**src/rtl/mul_booth_seq.sv**
```systemverilog
// mul_booth_seq: iterative radix-4 Booth multiplier that adds one partial product per clock.
// It supports signed/unsigned operand modes and uses valid/ready handshakes on both sides.
module mul_booth_seq #(
    parameter int WIDTH     = 64,
    parameter bit FAST_ZERO = 1'b1
) (
    input  logic             clk,
    input  logic             rst_n,
    input  logic             flush,
    input  logic             in_valid,
    output logic             in_ready,
    input  logic [WIDTH-1:0] a,
    input  logic [WIDTH-1:0] b,
    input  logic             a_signed,
    input  logic             b_signed,
    output logic             out_valid,
    input  logic             out_ready,
    output logic [WIDTH-1:0] result_hi,
    output logic [WIDTH-1:0] result_lo
);
    localparam int N  = WIDTH / 2 + 1;
    localparam int PW = 2 * WIDTH;
    localparam int CW = $clog2(N);
    localparam logic [CW-1:0] LAST = CW'(N - 1);
    localparam logic [1:0] IDLE = 2'd0, CALC = 2'd1, DONE = 2'd2;

    logic [1:0]       state;
    logic [CW-1:0]    cnt;
    logic [PW-1:0]    acc, mcand, pp, a_ext;
    logic [WIDTH+2:0] mplr;
    logic [2:0]       w;
    logic             pos1, pos2, neg1, neg2;

    // The accumulator keeps only the product bits; the extra Booth headroom bits would be truncated anyway.
    assign a_ext = {{WIDTH{a_signed & a[WIDTH-1]}}, a};
    assign w     = mplr[2:0];

    always_comb begin
        pos1 = (w == 3'b001) || (w == 3'b010);
        pos2 = (w == 3'b011);
        neg1 = (w == 3'b101) || (w == 3'b110);
        neg2 = (w == 3'b100);
        pp   = pos1 ? mcand :
               pos2 ? {mcand[PW-2:0], 1'b0} :
               neg1 ? -mcand :
               neg2 ? -{mcand[PW-2:0], 1'b0} : '0;
    end

    always_ff @(posedge clk or negedge rst_n) begin
        if (!rst_n) begin
            state <= IDLE;
            cnt   <= '0;
            acc   <= '0;
            mcand <= '0;
            mplr  <= '0;
        end else if (flush) begin
            state <= IDLE;
        end else begin
            case (state)
                IDLE: if (in_valid) begin
                    mcand <= a_ext;
                    mplr  <= {{2{b_signed & b[WIDTH-1]}}, b, 1'b0};
                    acc   <= '0;
                    cnt   <= '0;
                    state <= (FAST_ZERO && (a == '0 || b == '0)) ? DONE : CALC;
                end
                CALC: begin
                    acc   <= acc + pp;
                    mcand <= {mcand[PW-3:0], 2'b00};
                    mplr  <= {2'b00, mplr[WIDTH+2:2]};
                    cnt   <= cnt + 1'b1;
                    if (cnt == LAST) state <= DONE;
                end
                DONE: if (out_ready) state <= IDLE;
                default: state <= IDLE;
            endcase
        end
    end

    assign in_ready  = (state == IDLE);
    assign out_valid = (state == DONE);
    assign result_hi = acc[PW-1:WIDTH];
    assign result_lo = acc[WIDTH-1:0];
endmodule
```
**config.mk**
```make
export PLATFORM = sky130hd
export DESIGN_NAME = mul_booth_seq
export DESIGN_NICKNAME = d
export VERILOG_FILES = /design/src/rtl/mul_booth_seq.sv
export SDC_FILE = /design/constraint.sdc
export NUM_CORES = 1
export LEC_CHECK = 0
export ABC_CLOCK_PERIOD_IN_PS = 8500
export BUFFER_PORTS_ARGS = -buffer_cell sky130_fd_sc_hd__buf_2
export CAP_MARGIN = 20
export CELL_PAD_IN_SITES_DETAIL_PLACEMENT = 0
export CELL_PAD_IN_SITES_GLOBAL_PLACEMENT = 2
export CORE_UTILIZATION = 36
export CTS_CLUSTER_DIAMETER = 100
export DETAILED_ROUTE_END_ITERATION = 7
export PLACE_DENSITY_LB_ADDON = 0.05
export SYNTH_ARGS = -nofsm -noshare
export SYNTH_HDL_FRONTEND = slang
export SYNTH_SLANG_ARGS = --single-unit
```
**constraint.sdc**
```tcl
create_clock -name clk -period 8.5 [get_ports clk]
set_clock_uncertainty 0.2 [all_clocks]
set_input_delay 1.7 -clock clk [delete_from_list [all_inputs] [get_ports clk]]
set_output_delay 1.7 -clock clk [all_outputs]
set_load 0.01 [all_outputs]
```
=== Word level (Yosys, flattened, before mapping) ===
Cells that the tools add are included.

* Output and inout port bits: 130
* Input bits: 135
* Register bits after elaboration: 331

* Equal/unequal tests: 13
* $add $sub $neg: 4
* Mux-type cells: 18
* Bitwise operators: 3
* Reduce and logical (&&, ||, !) cells: 9

{| class="wikitable"
|+ Operator list
! cell !! count
|-
| $mux 128 || 6
|-
| $pmux 128 s2 || 2
|-
| $neg 128->128 || 2
|-
| $pmux 67 s2 || 1
|-
| $add 128x128->128 || 1
|-
| $logic_not 64->1 || 2
|-
| $mux 67 || 1
|-
| $pmux 6 s2 || 1
|-
| $mux 2 || 5
|-
| $eq 3x3->1 const B || 3
|-
| $add 6x1->6 const B || 1
|-
| $eq 3x2->1 const B || 2
|-
| $eq 6x6->1 const B || 1
|-
| $mux 6 || 1
|-
| $ne 3x3->1 const B || 2
|-
| $pmux 2 s3 || 1
|-
| $reduce_and 3->1 || 2
|-
| $eq 3x1->1 const B || 1
|-
| $logic_or 1x1->1 || 3
|-
| $ne 3x2->1 const B || 1
|-
| $and 1x1->1 || 2
|-
| $eq 2x1->1 const B || 1
|-
| $eq 2x2->1 const B || 1
|-
| $logic_not 2->1 || 1
|-
| 3 further kinds || 3
|}

=== Longest topological paths before layout ===
Gate-level depths: netlist of run 1.

* Depth in word-level cells: 7
* Mapped depth: 28

=== Worst setup path after synthesis of run 1 ===
Ideal clock, no wire load.

* Path type: reg-to-reg
* From: register mcand[24]
* To: register acc[114]
* Setup time: 122 ps
* Stages on the path, launching flop included: 24
* Required time: 8178 ps
* Period minus slack after synthesis: 6120 ps
* Arrival time: 5798 ps
* Path slack: 2380 ps
* Cells stage by stage: dfrtp_1 -> clkbuf_1 -> nor4_1 -> nand3_1 -> nor4b_2 -> nand2_1 -> nor2_1 -> nand2_1 -> nor2_1 -> nand2_1 -> or3_1 -> mux2_2 -> a21oi_1 -> o22ai_1 -> ha_1 -> nand4_1 -> o21a_1 -> a21boi_0 -> o311ai_0 -> a211o_1 -> a21oi_1 -> a2111oi_0 -> o21ai_0 -> a32o_1

* Cells in the longest elaborated chain, start to end: 7
* Elaborated cells between the ends (all ways): 8
* Those cells by class: add/sub: 3; mux: 5

{| class="wikitable"
|+ RTL lines
! item !! RTL line !! source
|-
| from (decl) || 29 || <nowiki>logic [PW-1:0] acc, mcand, pp, a_ext;</nowiki>
|-
| from (signal assigned) || 61 || <nowiki>mcand <= a_ext;</nowiki>
|-
| from (signal assigned) || 69 || <nowiki>mcand <= {mcand[PW-3:0], 2'b00};</nowiki>
|-
| $neg 128->128 || 46 || <nowiki>neg2 ? -{mcand[PW-2:0], 1'b0} : '0;</nowiki>
|-
| $mux 128 || 46 ||
|-
| $mux 128 || 45 || <nowiki>neg1 ? -mcand :</nowiki>
|-
| $mux 128 || 44 || <nowiki>pos2 ? {mcand[PW-2:0], 1'b0} :</nowiki>
|-
| $mux 128 (*) || 43 || <nowiki>pp = pos1 ? mcand :</nowiki>
|-
| $add 128x128->128 (*) || 68 || <nowiki>acc <= acc + pp;</nowiki>
|-
| $pmux 128 s2 (*) || 59 || <nowiki>case (state)</nowiki>
|-
| to (signal assigned) || 68 ||
|-
| to (decl) || 29 ||
|}

Every way passes the cells marked *; elsewhere a longest branch is shown, timed or not.
A chain may end at the register's enable or synchronous reset.

=== Final worst setup path of run 1 ===
* From: register mcand[3]
* To: register acc[122]

Same word-level chain as after synthesis.

==> results of run 1 <==
-- cell type report --
cell class	count	share of cell area (%)
Clock buffer	64	3.96
Clock inverter	12	0.535
Inverter	59	0.681
Multi-Input combinational cell	3181	59.8
Sequential cell	330	25.4
Tap cell	1050	4.04
Timing Repair Buffer	323	5.57
-- logic make-up (layout without fill, tap and decap cells) --
family	count (synthesis)	after routing	share of synthesized area, %
muxes	24	24	0.863
xor gates and xnor gates	250	250	7.51
DFF	330	330	28.3
and+or+nand+nor	1416	1416	21.8
adders and majority gates	181	181	7.63
buffers and inverters	409	458	5.35
AOI/OAI and AO/OA	1310	1310	28.5
-- flip-flops by register name (all words and copies together), names as in the netlist --
| name | cells |
|---|---|
| acc | 128 |
| mcand | 128 |
| state | 2 |
| mplr | 66 |
| cnt | 6 |
-- per-stage QoR --
step	cells	hold WS [ns]	instance area (um^2)	utilization, %
floorplan	3920	0.250	29200	-
global placement	4942	0.265	31000	39.0
detailed placement	4943	0.270	31000	39.0
CTS	5019	0.285	32500	40.9
global route	5019	0.331	32500	40.9
finish	5019	0.283	32500	40.9
-- path summary, 6_finish.rpt --
path,end,slack [ns],cells past startpoint,start
worst max-delay path,acc[122],0.56,23,mcand[3]
worst min-delay path,mplr[65],0.28,2,mplr[65]
worst max register to register,acc[122],0.56,23,mcand[3]
worst min register to register,mplr[65],0.28,2,mplr[65]
max in group asynchronous,acc[26],6.00,2,rst_n
min in group asynchronous,acc[109],0.83,1,rst_n
-- critical path: stages, from the launching register on --
cell                       delay (ns)
sky130_fd_sc_hd__dfrtp_1         0.49
sky130_fd_sc_hd__nor4_1          0.69
sky130_fd_sc_hd__nand3_1         0.40
sky130_fd_sc_hd__nor4b_2         0.31
sky130_fd_sc_hd__buf_4           0.19
sky130_fd_sc_hd__nand2_1         0.21
sky130_fd_sc_hd__nor2_1          0.35
sky130_fd_sc_hd__nand2_1         0.25
sky130_fd_sc_hd__nor2_1          0.35
sky130_fd_sc_hd__nand2_1         0.13
sky130_fd_sc_hd__or3_1           0.37
sky130_fd_sc_hd__mux2_2          0.24
sky130_fd_sc_hd__a21oi_1         0.06
sky130_fd_sc_hd__o22ai_1         0.37
sky130_fd_sc_hd__ha_1            0.38
sky130_fd_sc_hd__nand4_1         0.25
sky130_fd_sc_hd__o21a_1          0.19
sky130_fd_sc_hd__a21boi_0        0.21
sky130_fd_sc_hd__o311ai_0        0.31
sky130_fd_sc_hd__a211o_1         0.37
sky130_fd_sc_hd__a21oi_1         0.62
sky130_fd_sc_hd__o21ai_0         0.45
sky130_fd_sc_hd__a311o_1         0.42
sky130_fd_sc_hd__nand3_1         0.06
-- cell usage in the layout (no fill, tap or decap), drive strengths merged, types with 15 or more instances in the layout --
cell type,instances
a211oi,16
a21o,55
a21oi,358
a221o,67
a221oi,30
a22o,21
a22oi,58
a31oi,153
buf,323
clkbuf,64
dfrtp,330
ha,161
inv,60
maj3,19
mux2i,15
nand2,616
nand2b,16
nand3,51
nand4,75
nor2,375
nor3,82
nor4,75
o21a,25
o21ai,295
o21bai,42
o221ai,18
o22ai,66
o31ai,19
or3,33
or4,22
xnor2,145
xor2,105
-- power groups by stage --
stage | combinational [W] | sequential [W] | clock, W
CTS | 0.00873 | 0.00292 | 0.00199
global route | 0.00969 | 0.00303 | 0.00203
detailed placement | 0.00869 | 0.00294 | 0
global placement | 0.00869 | 0.00292 | 0
finish | 0.00885 | 0.00293 | 0.00193
floorplan | 0.00631 | 0.00250 | 0
-- metal layers --
layer | vias up | track usage [%]
met5 | - | 0
met4 | 4 | 9.05
met3 | 186 | 3.52
met2 | 1230 | 45.9
met1 | 15100 | 40.1
li1 | 14300 | -
==> results.rst, run 1 <==
.. list-table::
   :header-rows: 1

   * - Metric
     - Value
   * - Number of standard-cell rows in the floorplan
     - 103
   * - Proportion of power drawn by flip-flops and latches
     - 21.4%
   * - Vias/cell
     - 6.14
   * - Result of the run
     - finished with violations
   * - Global-route wire length before repair
     - 183000 um
   * - Number of gates resized after cts
     - 0
   * - Violations in the final reports
     - design-rule violations
   * - Hold violation total from the final report
     - 0
   * - Starting Density
     - 36.7%
   * - Count of warnings emitted by yosys
     - 0
   * - Signed area change from the synthesized netlist to the final layout
     - 11.5%
   * - Sink Count
     - 330
   * - Worst-skew pair later-pin latency
     - 0.61 ns
   * - Clock-pin slew on the worst setup and hold paths
     - 0.06 ns
   * - Post-synthesis sequential area ratio
     - 28.3%
   * - Clock root buffer master
     - sky130_fd_sc_hd__clkbuf_16
   * - Post-detailed-route count of antenna-violating nets
     - 0
   * - Floorplan Core Area
     - 79500 um^2
   * - Combinational share of power
     - 64.6%
   * - Area fraction of the dominant cell type after synthesis
     - 28.3%
   * - Power consumption
     - 0.0137 W
   * - Worst IR Drop VDD
     - 0.000197 V
   * - Number of levels in the clock H-tree
     - 2
   * - Commonest cells in the synthesized netlist
     - 615 x sky130_fd_sc_hd__nand2_1, 375 x sky130_fd_sc_hd__nor2_1, 358 x sky130_fd_sc_hd__a21oi_1, 330 x sky130_fd_sc_hd__dfrtp_1, 312 x sky130_fd_sc_hd__clkbuf_1
   * - Maximum Capacitance Violations
     - 0
   * - Area of the mapped netlist
     - 29200 um^2
   * - Top post-synthesis cells by area
     - sky130_fd_sc_hd__dfrtp_1 28%, sky130_fd_sc_hd__nand2_1 7.9%, sky130_fd_sc_hd__ha_1 6.9%
   * - Max layer used
     - met5
   * - Number of setup buffers added after CTS
     - 0
   * - Routability cong.
     - 1.02
   * - Summed negative setup slack over all endpoints
     - 0 ns
   * - Flip-flop and latch area
     - 8270 um^2
   * - RSZ-0062 raised after global routing
     - false
   * - Antenna violations before repair
     - 4
   * - Die extent in y
     - 287 um
   * - DR DRC count
     - 1
   * - Static leakage
     - 13.8 nW
   * - Switching part of the total
     - 53.5%
   * - First-pass DRT Iterations
     - 8
   * - Port-buffer cells
     - 264
   * - Synthesized area per cell
     - 7.44 um^2
   * - Critical path start-end classification
     - reg -> reg
   * - Pin count of the biggest net entering global routing
     - 142
   * - Number of clock buffers inserted by TritonCTS
     - 44
   * - Hold crit path type
     - reg -> reg
   * - Area leader, netlist
     - sky130_fd_sc_hd__dfrtp_1
   * - Number of hold-repair buffers added at the cts stage
     - 0
   * - Post-layout net count
     - 4236
   * - Max Root-Sink Buffers
     - 3
   * - M1 WL
     - 54700 um
   * - Via count of the first global-routing pass
     - 29100
   * - Vias
     - 30800
   * - Sum of met2 wire segment lengths after detailed routing
     - 55200 um
   * - Setup slack after placement
     - 0.527 ns
   * - Shortest period the worst path allows
     - 7.94 ns
   * - TritonCTS clock tree
     - done
   * - Startpoint kind of the worst setup timing path
     - register
   * - Share of synthesized registers carrying an async set or reset
     - 100%
   * - Crit path max fanout
     - 10
   * - Area enclosed by the die boundary
     - 82100 um^2
   * - Final worst slack
     - 0.556 ns
   * - Detail Route met3 WL
     - 7540 um
   * - Count of flip-flops with a built-in enable after synthesis
     - 0
   * - Setup-violating endpoint count in the final report
     - 0
   * - Internal portion of total power
     - 0.00638 W
   * - Number of I/O pins
     - 265
   * - Total global routing track utilization
     - 28.7%
   * - Global-route congestion overflow total
     - 0
   * - DP HPWL
     - 89400 um
   * - Most used DFF post-synth
     - sky130_fd_sc_hd__dfrtp_1
   * - Data arrival time of the worst path
     - 8.29 ns
   * - Most common cell in the netlist
     - sky130_fd_sc_hd__nand2_1
   * - Power Dens Cells
     - 422 nW/um^2
   * - Final max-slew violation count
     - 0
   * - Post-synthesis instance total
     - 3920
   * - NetSw
     - 0.00734 W
   * - Number of distinct library cells after synthesis
     - 87
   * - Max_slew headroom
     - 25.8%
   * - Horizontal die dimension
     - 287 um
   * - Sum of routed wire length over all layers
     - 121000 um
   * - Worst-margin pin slew
     - 1.11 ns
   * - Area used by multi-input combinational logic
     - 19400 um^2
   * - Part of the total power dissipated in the clock network
     - 14.1%
   * - Mean routed wirelength per cell
     - 24.2 um
   * - FILL cells
     - 8267
   * - Achievable clock frequency
     - 126 MHz
   * - Share of post-route cells with drive strength above 1
     - 11.3%
   * - Count of antenna diodes in the layout
     - 0
   * - Final clock period utilization by the worst path
     - 93.5%
   * - Req. time, crit path
     - 8.85 ns
   * - Register bit total from synthesis
     - 330
   * - Crit. End Element
     - register
   * - DRT iter0 DRCs
     - 2869
   * - Synth Net Count
     - 4217
(Power assumes the default switching activity.)
==> run 2: changes to the inputs <==
Settings changed: ABC_CLOCK_PERIOD_IN_PS 8500 to 8150, CORE_MARGIN set to 3.
Clock period 8.5 ns to 8.15 ns, I/O delays scaled along.
==> run 2 against run 1 <==
Compared with the run above: the run now ends clean; hold slack better by 0.0070 ns; clock-buffer cell count unchanged; routed wire length is 0.94% higher; critical path type unchanged; largest power group unchanged.
==> results.rst, run 2 (synthesized netlist as in run 1, its figures left out) <==
.. list-table::
   :header-rows: 1

   * - Metric
     - Value
   * - First-pass DRT Iterations
     - 6 (was 8)
   * - Number of I/O pins
     - 265 (unchanged)
   * - Internal portion of total power
     - 0.00692 W (was 0.00638 W)
   * - Routability cong.
     - 0.920 (was 1.02)
   * - Port-buffer cells
     - 264 (unchanged)
   * - Summed negative setup slack over all endpoints
     - 0 ns (unchanged)
   * - Achievable clock frequency
     - 130 MHz (was 126 MHz)
   * - Total non-filler cell area in the finished layout
     - 33000 um^2 (was 32500 um^2)
   * - Setup slack after placement
     - 0.165 ns (was 0.527 ns)
   * - DP HPWL
     - 91100 um (was 89400 um)
   * - Data arrival time of the worst path
     - 7.99 ns (was 8.29 ns)
   * - Die extent in y
     - 291 um (was 287 um)
   * - Via count of the first global-routing pass
     - 29500 (was 29100)
   * - RSZ-0062 raised after global routing
     - false (unchanged)
   * - Signed area change from the synthesized netlist to the final layout
     - 13.3% (was 11.5%)
   * - Crit path max fanout
     - 10 (unchanged)
   * - Horizontal die dimension
     - 291 um (was 287 um)
   * - Combinational share of power
     - 64.1% (was 64.6%)
   * - Clock-pin slew on the worst setup and hold paths
     - 0.06 ns (about the same)
   * - Power Dens Cells
     - 443 nW/um^2 (was 422 nW/um^2)
   * - Proportion of power drawn by flip-flops and latches
     - 20.7% (was 21.4%)
   * - Req. time, crit path
     - 8.47 ns (was 8.85 ns)
   * - DRT iter0 DRCs
     - 2962 (was 2869)
   * - Number of standard-cell rows in the floorplan
     - 103 (unchanged)
   * - Result of the run
     - finished clean (was finished with violations)
   * - DR DRC count
     - 0 (was 1)
   * - Hold violation total from the final report
     - 0 (unchanged)
   * - Worst-skew pair later-pin latency
     - 0.65 ns (was 0.61 ns)
   * - Sum of routed wire length over all layers
     - 122000 um (was 121000 um)
   * - Final worst slack
     - 0.486 ns (was 0.556 ns)
   * - Max Root-Sink Buffers
     - 3 (unchanged)
   * - Final max-slew violation count
     - 0 (unchanged)
   * - Switching part of the total
     - 52.7% (was 53.5%)
   * - Static leakage
     - 14.0 nW (was 13.8 nW)
   * - Clock root buffer master
     - sky130_fd_sc_hd__clkbuf_16 (unchanged)
   * - Maximum Capacitance Violations
     - 0 (unchanged)
   * - Post-detailed-route count of antenna-violating nets
     - 0 (unchanged)
   * - Vias
     - 30600 (was 30800)
   * - Total global routing track utilization
     - 27.8% (was 28.7%)
   * - Global-route congestion overflow total
     - 0 (unchanged)
   * - Number of clock buffers inserted by TritonCTS
     - 47 (was 44)
   * - Global-route wire length before repair
     - 186000 um (was 183000 um)
   * - Non-filler cells, final
     - 5060 (was 5019)
   * - Starting Density
     - 36.6% (was 36.7%)
   * - Mean routed wirelength per cell
     - 24.2 um (about the same)
   * - NetSw
     - 0.00770 W (was 0.00734 W)
   * - Setup-violating endpoint count in the final report
     - 0 (unchanged)
   * - Area enclosed by the die boundary
     - 84400 um^2 (was 82100 um^2)
   * - Count of antenna diodes in the layout
     - 0 (unchanged)
   * - Final clock period utilization by the worst path
     - 94.0% (was 93.5%)
   * - Antenna violations before repair
     - 1 (was 4)
   * - Shortest period the worst path allows
     - 7.66 ns (was 7.94 ns)
   * - Max_slew headroom
     - 28.4% (was 25.8%)
   * - Largest stage delay on the critical path
     - 0.50 ns (was 0.69 ns)
   * - TritonCTS clock tree
     - done (unchanged)
   * - Part of the total power dissipated in the clock network
     - 15.2% (was 14.1%)
   * - Final design utilization
     - 41.5% (was 40.9%)
   * - Sink Count
     - 330 (unchanged)
   * - Post-layout net count
     - 4272 (was 4236)
   * - Pin count of the biggest net entering global routing
     - 177 (was 142)
   * - Critical path start-end classification
     - reg -> reg (unchanged)
   * - Share of post-route cells with drive strength above 1
     - 12.4% (was 11.3%)
   * - Worst-margin pin slew
     - 1.07 ns (was 1.11 ns)
   * - Crit. End Element
     - register (unchanged)
   * - Floorplan Core Area
     - 79600 um^2 (was 79500 um^2)
   * - Registers with the most flip-flops
     - acc x128, mcand x128, mplr x66 (unchanged)
   * - Worst IR Drop VDD
     - 0.000206 V (was 0.000197 V)
   * - Critical-path top delay cell
     - sky130_fd_sc_hd__dfrtp_1 (was sky130_fd_sc_hd__nor4_1)
   * - Leading cell type in the layout, fill and taps excluded
     - sky130_fd_sc_hd__nand2_1 (unchanged)
   * - Highest-count cells in the layout ignoring fill and taps
     - 613 x sky130_fd_sc_hd__nand2_1, 368 x sky130_fd_sc_hd__nor2_1, 357 x sky130_fd_sc_hd__a21oi_1, 327 x sky130_fd_sc_hd__dfrtp_1, 293 x sky130_fd_sc_hd__o21ai_0 (was 613 x sky130_fd_sc_hd__nand2_1, 369 x sky130_fd_sc_hd__nor2_1, 358 x sky130_fd_sc_hd__a21oi_1, 327 x sky130_fd_sc_hd__dfrtp_1, 293 x sky130_fd_sc_hd__o21ai_0)
   * - Startpoint kind of the worst setup timing path
     - register (unchanged)
   * - Vias/cell
     - 6.05 (was 6.14)
   * - # placed instances
     - 4974 (was 4943)
   * - Hold crit path type
     - reg -> reg (unchanged)
   * - Cell Area, Placed
     - 31300 um^2 (was 31000 um^2)
   * - Number of levels in the clock H-tree
     - 2 (unchanged)
## run 2: changes by cell type in the layout (fill, tap and decap cells not counted), moves of 2 or more
cell,change
sky130_fd_sc_hd__clkinv_16,+2
sky130_fd_sc_hd__clkinv_2,+3
sky130_fd_sc_hd__inv_16,-2
sky130_fd_sc_hd__clkbuf_16,+3
sky130_fd_sc_hd__clkbuf_1,-2
sky130_fd_sc_hd__nor4_1,-2
sky130_fd_sc_hd__bufinv_16,+4
sky130_fd_sc_hd__buf_4,+33
sky130_fd_sc_hd__nor4_2,+2
## run 2: layout make-up
cell class                      instances  area [um^2]
Fill cell                            8376        46600
Clock inverter                         20          337
Tap cell                             1050         1310
Multi-Input combinational cell       3181        19500
Clock buffer                           64         1340
Inverter                               59          221
Timing Repair Buffer                  356         2070
Sequential cell                       330         8270
## run 2: what timing repair did
action	CTS	global route
setup endpoints to repair	0	13
hold buffers	0	0
gates resized for setup	0	8
buffers inserted	0	2
## run 2: through the flow
step / hold WS [ns] / power (W)
6_report: 0.290 / 0.0146
4_1_cts: 0.289 / 0.0146
2_1_floorplan: 0.250 / 0.00919
3_3_place_gp: 0.265 / 0.0123
3_5_place_dp: 0.276 / 0.0123
5_1_grt: 0.337 / 0.0158
## run 2: path summary, 6_finish.rpt
| kind | startpoint | endpoint | slack, ns | cells past startpoint |
|---|---|---|---|---|
| worst max-delay path | mcand[3] | acc[127] | 0.49 | 26 |
| worst min-delay path | mplr[65] | mplr[65] | 0.29 | 2 |
| worst max register to register | mcand[3] | acc[127] | 0.49 | 26 |
| worst min register to register | mplr[65] | mplr[65] | 0.29 | 2 |
| max in group asynchronous | rst_n | mcand[102] | 5.53 | 2 |
| min in group asynchronous | rst_n | acc[111] | 0.80 | 1 |
## run 2: power by group through the flow
stage | Clock (W) | Combinational, W | Sequential, W
finish | 0.00222 | 0.00937 | 0.00303
global route | 0.00235 | 0.0103 | 0.00313
CTS | 0.00228 | 0.00930 | 0.00302
detailed placement | 0 | 0.00926 | 0.00304
global placement | 0 | 0.00929 | 0.00301
floorplan | 0 | 0.00658 | 0.00261
## run 2: metal layers
layer	part of all wire [%]	wire (um)	GRT usage, %
met3	5.5	6750	3.21
met1	45	55700	38.8
met2	46	56700	45.7
met4	2.6	3230	7.36
met5	0.0090	11	0
## run 2: worst max-delay path, delay by kind of cell (launching register included)
kind	cells	cell delay (ns)
AO/OA/AOI/OAI	12	2.57
XOR/XNOR	2	0.53
adder cells (fa/ha/maj)	1	0.43
buffers and inverters	3	0.58
flip-flops	1	0.50
AND/OR/NAND/NOR	8	2.71
